==> config.mk <==
export PLATFORM = sky130hd
export DESIGN_NAME = decoder_scan_sequencer
export DESIGN_NICKNAME = d
export VERILOG_FILES = /design/src/rtl/decoder_scan_sequencer.sv
export SDC_FILE = /design/constraint.sdc
export NUM_CORES = 1
export LEC_CHECK = 0
export CAP_MARGIN = 20
export CELL_PAD_IN_SITES_DETAIL_PLACEMENT = 0
export CELL_PAD_IN_SITES_GLOBAL_PLACEMENT = 2
export CORE_AREA = 2 2 64 66
export CTS_BUF_LIST = sky130_fd_sc_hd__clkbuf_4
export DETAILED_ROUTE_END_ITERATION = 16
export DIE_AREA = 0 0 66 68
export PLACE_DENSITY_LB_ADDON = 0.1
export REMOVE_ABC_BUFFERS = 1
export SLEW_MARGIN = 10
export SYNTH_ARGS = -nofsm -noshare
export SYNTH_HDL_FRONTEND = slang
export SYNTH_SLANG_ARGS = --single-unit
==> constraint.sdc <==
create_clock -name clk -period 2.83 [get_ports clk]
set_clock_uncertainty 0.1 [all_clocks]
set_input_delay 0.566 -clock clk [delete_from_list [all_inputs] [get_ports clk]]
set_output_delay 0.566 -clock clk [all_outputs]
set_load 0.02 [all_outputs]
==> src/rtl/decoder_scan_sequencer.sv <==
// Scan sequencer driving the a/b/c selects of a downstream 3:8 decoder with dwell and handshake.
// Optional SKIP_MASK_EN adds a skip_mask port that excludes addresses from the scan.
module decoder_scan_sequencer #(
    parameter int unsigned DWELL_W = 8
) (
    input  logic               clk,
    input  logic               rst,
    input  logic               start,
    input  logic               stop,
    input  logic               cont,
    input  logic [DWELL_W-1:0] dwell,
    input  logic               load,
    input  logic [2:0]         load_sel,
    input  logic               sel_ready,
`ifdef SKIP_MASK_EN
    input  logic [7:0]         skip_mask,
`endif
    output logic               a,
    output logic               b,
    output logic               c,
    output logic               sel_valid,
    output logic               busy,
    output logic               wrap,
    output logic               done
);

    typedef enum logic [1:0] {
        S_IDLE,
        S_DWELL,
        S_HOLD
    } state_t;

    state_t             state_q, state_d;
    logic [2:0]         sel_q, sel_d;
    logic [DWELL_W-1:0] cnt_q, cnt_d;
    logic               cont_q, cont_d;
    logic               wrap_q, wrap_d;
    logic               done_q, done_d;

    logic [7:0]         mask;
    logic [DWELL_W-1:0] dwell_ld;
    logic               advance;
    logic               adv_found, adv_pass7;
    logic [2:0]         adv_sel;
    logic               st_found;
    logic [2:0]         st_sel;
    logic [3:0]         sum;

`ifdef SKIP_MASK_EN
    assign mask = skip_mask;
`else
    assign mask = '0;
`endif

    assign dwell_ld = (dwell == '0) ? DWELL_W'(1) : dwell;

    // Next unmasked address after sel_q (offset 8 revisits sel_q itself); sum[3] flags passing 7.
    always_comb begin
        adv_found = 1'b0;
        adv_sel   = sel_q;
        adv_pass7 = 1'b0;
        sum       = '0;
        for (int unsigned k = 1; k <= 8; k++) begin
            sum = {1'b0, sel_q} + 4'(k);
            if (!adv_found && !mask[sum[2:0]]) begin
                adv_found = 1'b1;
                adv_sel   = sum[2:0];
                adv_pass7 = sum[3];
            end
        end
    end

    always_comb begin
        st_found = 1'b0;
        st_sel   = '0;
        for (int unsigned k = 0; k < 8; k++) begin
            if (!st_found && !mask[k]) begin
                st_found = 1'b1;
                st_sel   = 3'(k);
            end
        end
    end

    assign advance = sel_ready &&
                     ((state_q == S_HOLD) ||
                      (state_q == S_DWELL && cnt_q == DWELL_W'(1)));

    always_comb begin
        state_d = state_q;
        sel_d   = sel_q;
        cnt_d   = cnt_q;
        cont_d  = cont_q;
        wrap_d  = 1'b0;
        done_d  = 1'b0;
        if (state_q == S_IDLE) begin
            if (start && !stop) begin
                cont_d = cont;
                if (st_found) begin
                    sel_d   = st_sel;
                    cnt_d   = dwell_ld;
                    state_d = S_DWELL;
                end else begin
                    done_d = 1'b1;
                end
            end
        end else if (stop) begin
            state_d = S_IDLE;
        end else if (load) begin
            sel_d   = load_sel;
            cnt_d   = dwell_ld;
            state_d = S_DWELL;
        end else if (advance) begin
            if (!adv_found || (adv_pass7 && !cont_q)) begin
                // End of a single pass (or nothing left to visit): select holds its last value.
                wrap_d  = 1'b1;
                done_d  = 1'b1;
                state_d = S_IDLE;
            end else begin
                sel_d   = adv_sel;
                cnt_d   = dwell_ld;
                wrap_d  = adv_pass7;
                state_d = S_DWELL;
            end
        end else if (state_q == S_DWELL) begin
            if (cnt_q > DWELL_W'(1)) begin
                cnt_d = cnt_q - DWELL_W'(1);
            end else begin
                state_d = S_HOLD;
            end
        end
    end

    always_ff @(posedge clk) begin
        if (rst) begin
            state_q <= S_IDLE;
            sel_q   <= '0;
            cnt_q   <= '0;
            cont_q  <= 1'b0;
            wrap_q  <= 1'b0;
            done_q  <= 1'b0;
        end else begin
            state_q <= state_d;
            sel_q   <= sel_d;
            cnt_q   <= cnt_d;
            cont_q  <= cont_d;
            wrap_q  <= wrap_d;
            done_q  <= done_d;
        end
    end

    assign a         = sel_q[2];
    assign b         = sel_q[1];
    assign c         = sel_q[0];
    assign sel_valid = (state_q != S_IDLE);
    assign busy      = (state_q != S_IDLE);
    assign wrap      = wrap_q;
    assign done      = done_q;

endmodule

Yosys cells after proc, flatten, opt, wreduce, memory -nomap -nowiden:

Memories as Yosys holds them, arrays and structs flattened.
Cells that the tools add are included.

* add/subtract/negate cells: 9
* multipliers: 0
* divide/modulo/power cells: 0
* $lt $le $gt $ge: 9
* equal/unequal tests: 9
* shift operators: 0
* muxes and demuxes: 57
* bitwise gates (word level): 1
* reduce and logical (&&, ||, !) cells: 41

Operators with widths (count)
* 2-to-1 mux 8 bit: 9
* 2-to-1 mux 3 bit: 14
* less-than comparator 3 x 4 -> 1 bit (second input constant): 8
* 2-to-1 mux 1 bit: 27
* adder 3 x 3 -> 4 bit (second input constant): 4
* zero test 1 bit: 16
* 2-to-1 mux 2 bit: 7
* logical AND 1 bit: 11
* != test 10 x 2 -> 1 bit (second input constant): 1
* AND reduction 5 bit: 2
* adder 3 x 2 -> 4 bit (second input constant): 2
* equality test 8 x 1 -> 1 bit (second input constant): 1
* > comparator 8 x 1 -> 1 bit (second input constant): 1
* zero test 8 bit: 1
* nonzero test 4 bit: 2
* subtractor 8 x 1 -> 8 bit (second input constant): 1
* != test 5 bit (second input constant): 1
* nonzero test 5 bit: 1
* OR reduction 5 bit: 1
* adder 3 x 1 -> 4 bit (second input constant): 1
* adder 3 x 4 -> 4 bit (second input constant): 1
* != test 2 x 1 -> 1 bit (second input constant): 2
* != test 4 bit (second input constant): 1
* != test 3 bit (second input constant): 1
* other kinds (9): 10

* register bits: 16
* latch bits: 0
* RAM bits: 0
* ROM bits: 64
* input port bits: 18
* output and inout port bits: 7
* word-level logic and storage cells: 140
* memories: 8

Memory list
* (name not given): depth 8, bits a word 1, rd ports 1, clocked after Yosys merged registers in 0, write ports 0, line 65 `if (!adv_found && !mask[sum[2:0]]) begin`
* (name not given): depth 8, bits a word 1, rd ports 1, clocked after Yosys merged registers in 0, write ports 0, line 65
* (name not given): depth 8, bits a word 1, rd ports 1, clocked after Yosys merged registers in 0, write ports 0, line 65
* (name not given): depth 8, bits a word 1, rd ports 1, clocked after Yosys merged registers in 0, write ports 0, line 65
* (name not given): depth 8, bits a word 1, rd ports 1, clocked after Yosys merged registers in 0, write ports 0, line 65
* (name not given): depth 8, bits a word 1, rd ports 1, clocked after Yosys merged registers in 0, write ports 0, line 65
* +2 memories

Logic depth before layout (Yosys ltp):

* word-level depth: 31
* depth in mapped cells: 8
* gate-level depth less buffers: 7

Worst setup path after synthesis:

OpenSTA, ideal clock, no wires.

* path kind: register to register
* start: reg cnt_q[0]
* end: reg cnt_q[4]
* setup time: 0.092 ns
* arrival: 2.031 ns
* required time: 2.638 ns
* path slack: 0.606 ns
* stages on the path, launching flop included: 8
* path buffers: 1
* path through: dfxtp_1 > ha_1 > or4bb_1 > o32a_1 > o221ai_4 > buf_6 > a21oi_1 > o32ai_1

* cells in the longest elaborated chain, start to end: 8
* elaborated cells between the ends (all ways): 16

Ends and longest elaborated chain
* from (decl): line 35 `logic [DWELL_W-1:0] cnt_q, cnt_d;`
* from (signal assigned): line 144 `cnt_q <= cnt_d;`
* branches (longest 8 deep; another with subtractor 8 x 1 -> 8 bit)

Several ways; the timed one is not identified. The select of a mux whose other input is x is not followed.
A chain may end at the register's enable or synchronous reset.

Worst setup path after layout:

* start: reg cnt_q[1]
* end: reg cnt_q[6]

Same word-level chain as after synthesis.

==> results.toml <==
[flow_run]
maxCapViolCount = 0

[floorplanning]
ios = 25
core.rowCount = 23
die_y_microns = 68
start_util_pct = 28.6
die_area_sq_mm = 0.00449
die_x_microns = 66
coreArea_sq_mm = 0.00386

[clocking]
cts_sinks = 16
root_buffer = "clkbuf_4"
htree_levels = 1
clk_path_buf_depth = 2
clk_pin_slew_worst_paths_ns = 0.12
clock_latency_ns = 0.30
cts_made_buffers = 3
ctsHoldBuffers = 0
postCtsSetupBuffers = 0
cts_tree = "yes"
cts_resized = 0

[worst_setup_path]
setup.worst_path.start_class = "register"
worstPathArrival_ns = 2.67
crit_chain = "inv_1 > ha_1 > or4bb_1 > o32a_1 > o221ai_4 > buf_4 > a21oi_1 > o32ai_1"
crit_path_max_fanout = 13
slowest_stage = "or4bb_1"
cp.required_ns = 2.93
crit_type = "register to register"
worst_setup_path_end_kind = "register"
cpPeakStageDelay_ns = 0.57

[synth]
ys_seq_elements = 16
syn_area_sq_mm = 0.00110
async_reset_ff_share_pct = 0
synth-warning-count = 0
synthCells = 132
ys_types = 46
synth-edff-count = 0
ys_seq_area_share_pct = 29.1
synthFlopType = "dfxtp_1"
synth_area_per_cell_sq_um = 8.34

[route]
wl_mm = 3.31
ant_nets = 0
first_pass_iters = 4
route.detailed.drc = 0
drt_iter0_drc = 50
routed_via_density = 5.15
vias = 1139
routedWlPerCell_microns = 15.0

[run_status]
status = "finished clean"

[sta]
finalCritPeriodShare_pct = 90.7
fmaxAchievable_ghz = 0.389
finalSetupTns_ns = 0
rsz0062_at_grt = "false"
finalCriticalPeriod_ns = 2.57
setup_ws_ns = 0.262
maxSlewViolCount = 0
hold_viol_final = 0
setup_viol = 0
maxSlewHeadroom_pct = 67.8
tightest_slew_ns = 0.478

[worst_hold_path]
hold_class = "register to register"

[pwr]
leakagePower_uw = 0.000558
irDropWorstVdd_mv = 0.136
p_per_area_mw_per_mm2 = 361

[layout]
layout-drive-gt1-share_pct = 17.0
final_common_cell = "clkdlybuf4s50_1"
area_delta_synth_final_pct = 38.0
antenna_cells = 0
fillers = 414
layout_common_cells = "clkdlybuf4s50_1 (24), dfxtp_1 (16), buf_4 (16), a21oi_1 (11)"
fin_nets = 193

[global_route]
globalRoute.totalOverflow = 0
grt_max_degree = 19
antenna_found_initial = 0
grt_pass1_wl_mm = 5.33
grt_pass1_vias = 1125
grt_usage_pct = 15.9

[placed_design]
portBuffers = 24
place_ws_ns = -0.00247
dp_hpwl_mm = 2.62
gp_congestion = 0.781
-- cell type report --
cell class	instances	area [sq um]	area share (%)
inverter	3	11.3	0.741
tap	50	62.6	4.12
sequential	16	320	21.1
timing repair buffer	40	360	23.7
clock buffer	3	22.5	1.48
clock inverter	1	3.75	0.247
multi-input combinational	108	738	48.6
-- flip-flops by register name (all words and copies together), names as in the netlist --
register,count
cnt_q,8
cont_q,1
done,1
sel_q,3
state_q,2
wrap,1
-- stage by stage --
| step | area (sq um) | total power (uW) | hold WS (ns) | cells | util [%] |
|---|---|---|---|---|---|
| floorplan | 1070 | 335 | 0.328 | 127 | - |
| global placement | 1490 | 416 | 0.373 | 217 | 38.7 |
| detailed placement | 1490 | 415 | 0.376 | 217 | 38.7 |
| CTS | 1520 | 554 | 0.402 | 221 | 39.4 |
| global route | 1520 | 579 | 0.425 | 221 | 39.4 |
| finish | 1520 | 549 | 0.400 | 221 | 39.4 |
-- kinds of logic after synthesis --
family,count (synthesis),synth area share (%)
DFF,16,29.1
adders and majority gates,3,3.41
muxes,5,4.66
buffers and inverters,8,3.86
AOI/OAI and AO/OA,41,27.6
and+or+nand+nor,59,31.4
-- power breakdown --
part           switching, uW  total [uW]  internal (uW)
registers               12.6         248            235
clock network           88.0         139           51.4
logic                   78.3         161           83.0
-- Yosys cell counts, types with 2 or more instances --
cell type  count  share of area [%]
inv_1          3                1.0
nand2b_1       8                4.5
a21oi_1       11                5.0
mux2i_1        4                3.6
dfxtp_1       16                 29
nor2_1        10                3.4
or3_1          3                1.7
o21ai_0        6                2.7
nor3_1         3                1.4
nand2_1       10                3.4
a211oi_1       4                2.7
or2b_1         2                1.4
nor3b_1        2                1.4
nor2b_1        4                2.3
a22o_1         3                2.4
or2_2          2                1.1
o32ai_1        4                3.2
ha_1           3                3.4
clkbuf_1       2               0.68
nor4_1         5                2.8
and4bb_2       2                2.3
-- layer usage --
layer / track usage (%) / part of all wire [%]
met4: 6.12 / 2.1
met5: 0 / 0
met1: 19.3 / 46
met3: 2.80 / 3.6
met2: 28.2 / 48
-- critical path: cells and delay by family, from the launching register on --
family / cells / cell delay, ns
AND/OR/NAND/NOR: 1 / 0.57
adder cells (fa/ha/maj): 1 / 0.23
AO/OA/AOI/OAI: 4 / 0.92
buffers and inverters: 2 / 0.29
flip-flops: 1 / 0.35
-- worst paths after layout --
kind / startpoint / end / slack [ns] / cells past startpoint
worst min-delay path: cont_q / done / 0.40 / 1
worst max register to register: cnt_q[1] / cnt_q[6] / 0.26 / 8
worst max-delay path: cnt_q[1] / cnt_q[6] / 0.26 / 8
worst min register to register: cont_q / done / 0.40 / 1
Note: power is estimated with default switching activity, not from simulation.
